===== src/rtl/out_buf_reader.sv =====
// Drains the accumulator BRAM one byte per valid/ready transfer, with optional clear-after-read.
// Latency: 3 cycles per word before its first byte, plus 1 clear cycle per word when clear_en is set.
module out_buf_reader #(
    parameter int DATA_WIDTH     = 8,
    parameter int BRAM_WIDTH     = 32,
    parameter int BRAM_ADDR_BIT  = 32,
    parameter int BRAM_BYTE      = BRAM_WIDTH / 8,
    parameter int NO_ENTRY_BIT   = 16,
    parameter int NO_CHANNEL_BIT = 11
) (
    input  logic                      clk,
    input  logic                      rst,
    input  logic                      start,
    input  logic [NO_ENTRY_BIT-1:0]   no_entry,
    input  logic [NO_CHANNEL_BIT-1:0] no_channel,
    input  logic                      clear_en,
    output logic                      busy,
    output logic                      done,
    output logic [DATA_WIDTH-1:0]     m_data,
    output logic                      m_valid,
    input  logic                      m_ready,
    output logic                      m_last,
    output logic [BRAM_ADDR_BIT-1:0]  BRAM_addr,
    output logic                      BRAM_clk,
    output logic [BRAM_WIDTH-1:0]     BRAM_din,
    input  logic [BRAM_WIDTH-1:0]     BRAM_dout,
    output logic                      BRAM_en,
    output logic                      BRAM_rst,
    output logic [BRAM_BYTE-1:0]      BRAM_wen
);

    localparam int TOT_W  = NO_ENTRY_BIT + NO_CHANNEL_BIT;
    localparam int LANE_W = $clog2(BRAM_BYTE);

    typedef enum logic [2:0] {
        S_IDLE,
        S_RD_ADDR,
        S_RD_WAIT,
        S_CAPTURE,
        S_EMIT,
        S_CLEAR,
        S_DONE
    } state_t;

    state_t                   state;
    state_t                   state_nxt;
    logic [TOT_W-1:0]         total_in;
    logic [TOT_W-1:0]         total_reg;
    logic [TOT_W-1:0]         byte_cnt;
    logic [BRAM_ADDR_BIT-1:0] word_addr;
    logic [LANE_W-1:0]        lane;
    logic [BRAM_WIDTH-1:0]    word_reg;
    logic                     clear_reg;
    logic                     last_byte;
    logic                     word_end;
    logic                     finished;

    assign BRAM_clk = clk;
    assign BRAM_en  = 1'b1;
    assign BRAM_rst = 1'b0;

    assign total_in  = TOT_W'(no_entry) * TOT_W'(no_channel);
    assign last_byte = (byte_cnt == total_reg - TOT_W'(1));
    assign word_end  = (lane == LANE_W'(BRAM_BYTE - 1)) || last_byte;
    // In CLEAR the byte counter has already stepped past the final byte
    assign finished  = (byte_cnt == total_reg);

    always_ff @(posedge clk) begin
        if (rst) begin
            state <= S_IDLE;
        end else begin
            state <= state_nxt;
        end
    end

    always_comb begin
        state_nxt = state;
        case (state)
            S_IDLE: begin
                if (start) begin
                    state_nxt = (total_in != '0) ? S_RD_ADDR : S_DONE;
                end
            end
            S_RD_ADDR: state_nxt = S_RD_WAIT;
            S_RD_WAIT: state_nxt = S_CAPTURE;
            S_CAPTURE: state_nxt = S_EMIT;
            S_EMIT: begin
                if (m_ready && word_end) begin
                    if (clear_reg) begin
                        state_nxt = S_CLEAR;
                    end else if (last_byte) begin
                        state_nxt = S_DONE;
                    end else begin
                        state_nxt = S_RD_ADDR;
                    end
                end
            end
            S_CLEAR:   state_nxt = finished ? S_DONE : S_RD_ADDR;
            S_DONE:    state_nxt = S_IDLE;
            default:   state_nxt = S_IDLE;
        endcase
    end

    always_comb begin
        busy     = (state != S_IDLE) && (state != S_DONE);
        done     = (state == S_DONE);
        m_valid  = (state == S_EMIT);
        m_last   = 1'b0;
        m_data   = '0;
        BRAM_din = '0;
        BRAM_wen = '0;
        if (state == S_EMIT) begin
            m_last = last_byte;
            for (int i = 0; i < BRAM_BYTE; i++) begin
                if (lane == LANE_W'(i)) begin
                    m_data = word_reg[i*DATA_WIDTH +: DATA_WIDTH];
                end
            end
        end
        // Whole word is zeroed, including unused lanes of a partial final word
        if (state == S_CLEAR) begin
            BRAM_wen = '1;
        end
    end

    always_ff @(posedge clk) begin
        if (rst) begin
            total_reg <= '0;
            clear_reg <= 1'b0;
            byte_cnt  <= '0;
            word_addr <= '0;
            lane      <= '0;
            word_reg  <= '0;
            BRAM_addr <= '0;
        end else begin
            case (state)
                S_IDLE: begin
                    if (start) begin
                        total_reg <= total_in;
                        clear_reg <= clear_en;
                        word_addr <= '0;
                        byte_cnt  <= '0;
                        lane      <= '0;
                    end
                end
                S_RD_ADDR: begin
                    BRAM_addr <= word_addr;
                end
                S_CAPTURE: begin
                    word_reg <= BRAM_dout;
                    lane     <= '0;
                end
                S_EMIT: begin
                    if (m_ready) begin
                        byte_cnt <= byte_cnt + TOT_W'(1);
                        lane     <= lane + LANE_W'(1);
                        if (word_end && !clear_reg && !last_byte) begin
                            word_addr <= word_addr + BRAM_ADDR_BIT'(BRAM_BYTE);
                        end
                    end
                end
                S_CLEAR: begin
                    if (!finished) begin
                        word_addr <= word_addr + BRAM_ADDR_BIT'(BRAM_BYTE);
                    end
                end
                default: begin
                end
            endcase
        end
    end

endmodule

===== config.mk =====
export PLATFORM = sky130hd
export DESIGN_NAME = out_buf_reader
export DESIGN_NICKNAME = d
export VERILOG_FILES = /design/src/rtl/out_buf_reader.sv
export SDC_FILE = /design/constraint.sdc
export NUM_CORES = 1
export LEC_CHECK = 0
export CAP_MARGIN = 20
export CORE_MARGIN = 2
export CORE_UTILIZATION = 63
export CTS_BUF_LIST = sky130_fd_sc_hd__clkbuf_16
export CTS_CLUSTER_DIAMETER = 120
export DETAILED_ROUTE_END_ITERATION = 10
export GPL_TIMING_DRIVEN = 1
export HOLD_SLACK_MARGIN = 0.12
export PLACE_DENSITY_LB_ADDON = 0.08
export REMOVE_ABC_BUFFERS = 1
export SYNTH_ARGS = -nofsm -noshare
export SYNTH_HDL_FRONTEND = slang
export SYNTH_SLANG_ARGS = --single-unit

===== constraint.sdc =====
create_clock -name clk -period 18.4 [get_ports clk]
set_clock_uncertainty 0.05 [all_clocks]
set_input_delay 3.68 -clock clk [delete_from_list [all_inputs] [get_ports clk]]
set_output_delay 3.68 -clock clk [all_outputs]
set_load 0.02 [all_outputs]

After elaboration in Yosys (flattened, before gate mapping)
Index checks and enable logic that the tools add are counted.
- bits in registers: 156
- output and inout port bits: 83
- equality and inequality tests: 17
- muxes and demuxes: 25
- reduce and logical (&&, ||, !) cells: 19
- add/sub/neg operators: 4
- multipliers: 1
- operator list (kind ; number):
    $mux 32 ; 4
    $pmux 32 s3 ; 1
    $eq 27x27->1 ; 2
    $mux 27 ; 2
    $pmux 27 s2 ; 1
    $mux 8 ; 5
    $add 32x3->32 const B ; 1
    $add 27x1->27 const B ; 1
    $mul 16x11->27 ; 1
    $reduce_bool 27->1 ; 1
    $sub 27x1->27 const B ; 1
    $mux 3 ; 6
    $pmux 3 s6 ; 1
    $eq 3x3->1 const B ; 3
    $reduce_bool 3->1 ; 3
    $eq 3x2->1 const B ; 2
    $ne 2x1->1 const B ; 3
    $pmux 2 s3 ; 1
    $reduce_and 3->1 ; 2
    $reduce_and 5->1 ; 1
    $eq 2x2->1 const B ; 2
    $logic_and 1x1->1 ; 4
    $mux 2 ; 2
    $mux 4 ; 1
    12 further kinds ; 15

Logic depth before layout (Yosys ltp)
Gate-level depths: netlist of the first run.
- depth after elaboration: 8
- gate-level depth with buffers: 23
- mapped depth without buffers: 21

==> run metrics, run 1 <==
CTS resizes=0; register area share after synthesis=0.218; power per standard cell area=138 mW/mm^2; DP HPWL=25300 um; Critical Path Fanout Max=2; # IOs=between 100 and 150; Iter 0 DRT Violations=roughly 730; # nets final=slightly above 2000; CP Data Required Time=14.67 ns; clock power share=0.182; IO Port Bufs=110; HP Class=reg2reg; area leader, netlist=dfxtp_1; DR vias/cell=about 5.7; ys flop type=dfxtp_1; Post-synth EDFFs=0; Post-DP Area=0.0149 sq mm; LEAKAGE=roughly 6.5 nW; Max Cap Viol=0; Switch Pwr=around 1.1 mW; Overflow after GRT=0; critical path launch point type=clock port; Final Max Slew Viols=0; Yosys top cell area share=0.218; hold path depth=2; Flop pwr share=0.178; worst skew pair latency=approximately 0.55 ns; Routed Antenna Nets=0; Finish-stage setup viols=0; share of layout cells above drive strength 1=0.0371; final WL=around 34000 um; Setup Buffers After CTS=0; Pre-antenna DRT Iters=5; Ant. Diodes=0; R2R cell count=12; Yosys reg bits=between 150 and 200; initial antenna violation count=0; synthesized cell area=0.0140 sq mm; DIE AREA=~0.023 sq mm; crit path kind=clk2out; outcome=completed; setup TNS=0 ns; RSZ-0062 raised after global routing=no; power share of the combinational group=0.639; minimum hold slack=0.405 ns; Avg Cell Area, Syn=7.80 sq um; Netlist cell types=between 70 and 80; first-pass GRT wire length=between 50000 and 60000 um; Worst Tran Pin Value=approximately 1.0 ns; top cells by area, synth=dfxtp_1, fa_1, nand2_1; cell area after layout=around 0.016 sq mm; via count=between 10000 and 15000; vias in the first global route=between 10000 and 15000; area of the core=0.0218 sq mm; CTS tree=yes; Slew headroom=0.316; max FFs per register=32; Final Hold Violating Endpoints=0; Placer Congestion=around 0.95; Rows=between 50 and 60; hold_buf cts=0; Synth async-reset ratio=0; area grow syn2layout=11.7%; gr usage total=0.294; Switching Share=0.492; clock transition at the registers of the reported paths=roughly 0.070 ns; Initial Utilization=0.641; Syn Inst Count=approximately 1800; Fill cells=about 1800; synth warn=0; internal power=approximately 1.1 mW; Die Y=between 150 and 200 um; Arr. time, crit path=roughly 10 ns; Max VDD drop=0.000127 V; critical path capture point type=output port; routed len/inst=between 15 and 20 um; largest net degree at the start of global routing=between 90 and 100; DR DRC count=0; chip width=between 150 and 200 um
## cell usage in the layout, fill, tap and decap left out, types with 20 or more instances in the layout
cell	n
nand4_1	32
xnor2_1	45
clkdlybuf4s50_1	109
nor2_1	123
conb_1	36
fa_1	125
clkbuf_16	20
inv_1	159
a21oi_1	166
nand2_1	327
nor3_1	27
xor2_1	42
dfxtp_1	152
nand3_1	31
o21ai_0	28
and3_1	25
ha_1	72
and2_1	91
## cell type report
class,instances,area (sq um),share of cell area
flip-flops and latches,152,3040,0.195
clock inverters,15,179,0.0115
repair buffers,117,1180,0.0755
inverters,160,601,0.0384
well taps,280,350,0.0224
multi-input cells,1366,9760,0.625
clock buffers,21,510,0.0327
## cells in the mapped netlist, types with 3 or more instances
cell	instances
a221o_1	3
dfxtp_1	152
and3_1	25
a211oi_1	9
a2bb2oi_1	3
or2_2	3
o21ai_0	28
a31o_1	4
nor4b_1	4
nor3_1	27
a21oi_1	166
xnor2_1	45
a21o_1	9
o22ai_1	4
and3b_1	4
nor2_1	125
nand4_1	32
o31a_1	3
nor4_1	19
o211ai_1	8
a31oi_1	6
and2_1	91
nand2_1	327
xor2_1	42
o31ai_1	4
or4_1	8
buf_2	4
a311oi_1	3
fa_1	125
or4b_2	3
o21a_1	4
and4_1	9
nor2b_1	7
or3_1	12
a211o_1	5
clkbuf_1	101
a2111oi_0	3
buf_4	40
inv_1	159
a31o_2	6
nand2b_1	11
nand3_1	31
ha_1	72
## power by group through the flow
| stage | Clock, mW | Combinational, mW | Sequential [mW] |
|---|---|---|---|
| floorplan | 0 | 1.04 | 0.379 |
| global placement | 0.00730 | 1.34 | 0.389 |
| detailed placement | 0.00730 | 1.35 | 0.390 |
| CTS | 0.396 | 1.36 | 0.382 |
| global route | 0.410 | 1.55 | 0.387 |
| finish | 0.393 | 1.38 | 0.384 |
## per-layer routing
| metal | up-vias | global-route usage | wire length, um |
|---|---|---|---|
| met2 | 417 | 0.496 | 15800 |
| met1 | 5723 | 0.398 | 15100 |
| met3 | 57 | 0.0374 | 1780 |
| met4 | 0 | 0.0851 | 739 |
| li1 | 5882 | - | - |
| met5 | - | 0 | 0 |
## per-stage QoR
stage | util | power [mW] | std cells | setup slack (ns)
3_5_place_dp | 0.684 | 1.75 | 2074 | 4.96
4_1_cts | 0.715 | 2.14 | 2109 | 4.67
2_1_floorplan | - | 1.42 | 1678 | 5.47
3_3_place_gp | 0.682 | 1.73 | 2072 | 4.96
6_report | 0.716 | 2.15 | 2111 | 4.68
5_1_grt | 0.716 | 2.35 | 2111 | 4.67
## worst paths after layout
kind,start,end,slack [ns]
worst max register to register,total_reg[0]$_SDFFE_PP0P_,word_addr[25]$_SDFFE_PP0P_,13.87
worst min-delay path,BRAM_addr[22]$_SDFFE_PP0P_,BRAM_addr[22]$_SDFFE_PP0P_,0.40
worst min register to register,BRAM_addr[22]$_SDFFE_PP0P_,BRAM_addr[22]$_SDFFE_PP0P_,0.40
worst max-delay path,clk,BRAM_clk,4.68
## kinds of logic after synthesis
logic type,Yosys count,synth area share
DFF,152,0.218
xor gates and xnor gates,89,0.0577
and+or+nand+nor,748,0.257
buffers and inverters,308,0.0943
other,2,0.000537
AOI/OAI and AO/OA,294,0.128
muxes,2,0.00143
adders and majority gates,197,0.243
## critical path, stage by stage
cell and delay [ns]:
clkbuf_16 0.12, clkbuf_16 0.13, clkdlybuf4s50_1 0.54
Power figures use the tool's default switching activity.
==> run 2: changes to the inputs <==
--- a/config.mk
+++ b/config.mk
@@ -7,7 +7,7 @@
 export LEC_CHECK = 0
 export CAP_MARGIN = 20
 export CORE_MARGIN = 2
-export CORE_UTILIZATION = 63
+export CORE_UTILIZATION = 59
 export CTS_BUF_LIST = sky130_fd_sc_hd__clkbuf_16
 export CTS_CLUSTER_DIAMETER = 120
 export DETAILED_ROUTE_END_ITERATION = 10
==> constraint.sdc (replaced) <==
create_clock -name clk -period 12.7 [get_ports clk]
set_clock_uncertainty 0.05 [all_clocks]
set_input_delay 2.54 -clock clk [delete_from_list [all_inputs] [get_ports clk]]
set_output_delay 2.54 -clock clk [all_outputs]
set_load 0.02 [all_outputs]
==> run 2 against run 1 <==
Effect of this change: design area barely moved; combinational power rose by 44%; non-clock buffer count fell by 1; first-iteration DRC count fell by 6.3%; utilization fell by 4.6 points; hold slack got worse by 0.0024 ns; cell count rose by 1.8%; register-to-register slack got worse by 5.7 ns; sequential power rose by 45%; sequential share of layout area barely moved; total power rose by 44%; count of clock-buffer cells in the layout did not move; highest routed layer unchanged.
==> run metrics, run 2 (same netlist as run 1, synthesis figures left out) <==
worst skew pair latency=0.55 ns (about the same); RSZ-0062 raised after global routing=no (unchanged); largest net degree at the start of global routing=67 (was 99); Multi-input gate area=0.00976 sq mm (unchanged); vias in the first global route=11500 (was 11800); Die Y=158 um (was 153 um); hold_buf cts=0 (unchanged); CTS tree=yes (unchanged); DR vias/cell=5.53 (was 5.72); final WL=34400 um (was 33500 um); CP max-delay cell=clkdlybuf4s50_1 (unchanged); setup TNS=0 ns (unchanged); Pre-antenna DRT Iters=5 (unchanged); area of the core=0.0233 sq mm (was 0.0218 sq mm); critical path capture point type=output port (unchanged); Worst Tran Pin Value=1.06 ns (was 1.03 ns); max FFs per register=32 (unchanged); Iter 0 DRT Violations=688 (was 734); initial antenna violation count=0 (unchanged); DIE AREA=0.0249 sq mm (was 0.0234 sq mm); Fill cells=2050 (was 1795); final core utilization=0.670 (was 0.716); Setup Buffers After CTS=0 (unchanged); Routed Antenna Nets=0 (unchanged); DR DRC count=0 (unchanged); Rows=56 (was 54); CTS resizes=0 (unchanged); CP Data Required Time=10.11 ns (was 14.67 ns); routed len/inst=16.0 um (was 15.9 um); Final Max Slew Viols=0 (unchanged); clock transition at the registers of the reported paths=0.06 ns (was 0.07 ns); Overflow after GRT=0 (unchanged); via count=11900 (was 12100); Critical Path Fanout Max=2 (unchanged); crit path kind=clk2out (unchanged); Initial Utilization=0.599 (was 0.641); largest delay contributor family on the critical path=buffers and inverters (unchanged); Final Hold Violating Endpoints=0 (unchanged); Placer Congestion=0.933 (was 0.951); # nets final=2078 (was 2079); most frequent cells in the layout=nand2_1, a21oi_1, inv_1 (unchanged); first-pass GRT wire length=56800 um (was 57500 um); Max Cap Viol=0 (unchanged); Finish-stage setup viols=0 (unchanged); gr usage total=0.283 (was 0.294); commonest non-fill, non-tap cell in the layout=nand2_1 (unchanged); Arr. time, crit path=7.14 ns (was 9.99 ns); power per standard cell area=199 mW/mm^2 (was 138 mW/mm^2); LEAKAGE=6.47 nW (was 6.50 nW); HP Class=reg2reg (unchanged); worst path cell trace=clkbuf_16 -> clkbuf_16 -> clkdlybuf4s50_1 (unchanged); Worst Path Buf+Inv=3 (unchanged); share of layout cells above drive strength 1=0.0355 (was 0.0371); area grow syn2layout=11.8% (was 11.7%); CP max stage delay=0.54 ns (about the same); Slew headroom=0.291 (was 0.316); outcome=completed (unchanged); # IOs=147 (unchanged); Ant. Diodes=0 (unchanged); register area=0.00304 sq mm (unchanged); minimum hold slack=0.402 ns (was 0.405 ns); DP HPWL=26200 um (was 25300 um); critical path launch point type=clock port (unchanged); overall power=3.11 mW (was 2.15 mW); Max VDD drop=0.000147 V (was 0.000127 V); Worst path most repeated cell=clkbuf_16 (unchanged); IO Port Bufs=110 (unchanged); chip width=158 um (was 153 um)
## run 2: cell count changes in the layout (fill, tap and decap cells not counted), moves of 2 or more
| cell | delta |
|---|---|
| clkinv_4 | -5 |
| clkinvlp_4 | +4 |
| clkinv_8 | -5 |
| inv_6 | +6 |
| buf_4 | -2 |
| inv_8 | -3 |
## run 2: path summary, 6_finish.rpt
check / from / to / slack, ns / cells past startpoint
worst min register to register: BRAM_addr[19]$_SDFFE_PP0P_ / BRAM_addr[19]$_SDFFE_PP0P_ / 0.40 / 2
worst max-delay path: clk / BRAM_clk / 2.97 / 3
worst max register to register: total_reg[1]$_SDFFE_PP0P_ / word_addr[22]$_SDFFE_PP0P_ / 8.18 / 12
worst min-delay path: BRAM_addr[19]$_SDFFE_PP0P_ / BRAM_addr[19]$_SDFFE_PP0P_ / 0.40 / 2
## run 2: report_power, final
part	leakage (nW)	internal, mW	switching, mW
sequential	1.23	0.506	0.0490
combinational	4.94	0.765	1.23
clock	0.304	0.319	0.237
## run 2: cell type report
cell class | count | share of cell area
well taps | 319 | 0.0255
multi-input cells | 1366 | 0.624
flip-flops and latches | 152 | 0.195
clock buffers | 21 | 0.0327
clock inverters | 14 | 0.00873
inverters | 160 | 0.0384
repair buffers | 116 | 0.0754
## run 2: metal layers
metal  part of all wire  global-route usage  vias up
met5                  0                   0        -
li1                   -                   -     5873
met3              0.051              0.0381       52
met4              0.022              0.0892        0
met2               0.48               0.471      353
met1               0.45               0.383     5595
## run 2: worst register-to-register path: cells and delay by family, from the launching register on
kind | cells | cell delay, ns
flops | 1 | 0.35
fa+ha+maj | 1 | 0.31
simple gates | 6 | 2.90
compound gates | 3 | 0.53
buf+inv | 2 | 0.32
## run 2: metrics by stage
step | instances | worst slack, ns | cell area (sq um)
floorplan | 1678 | 3.76 | 13400
detailed placement | 2111 | 3.25 | 15000
global route | 2148 | 2.95 | 15600
global placement | 2109 | 3.25 | 14900
CTS | 2145 | 2.96 | 15600
finish | 2148 | 2.97 | 15600
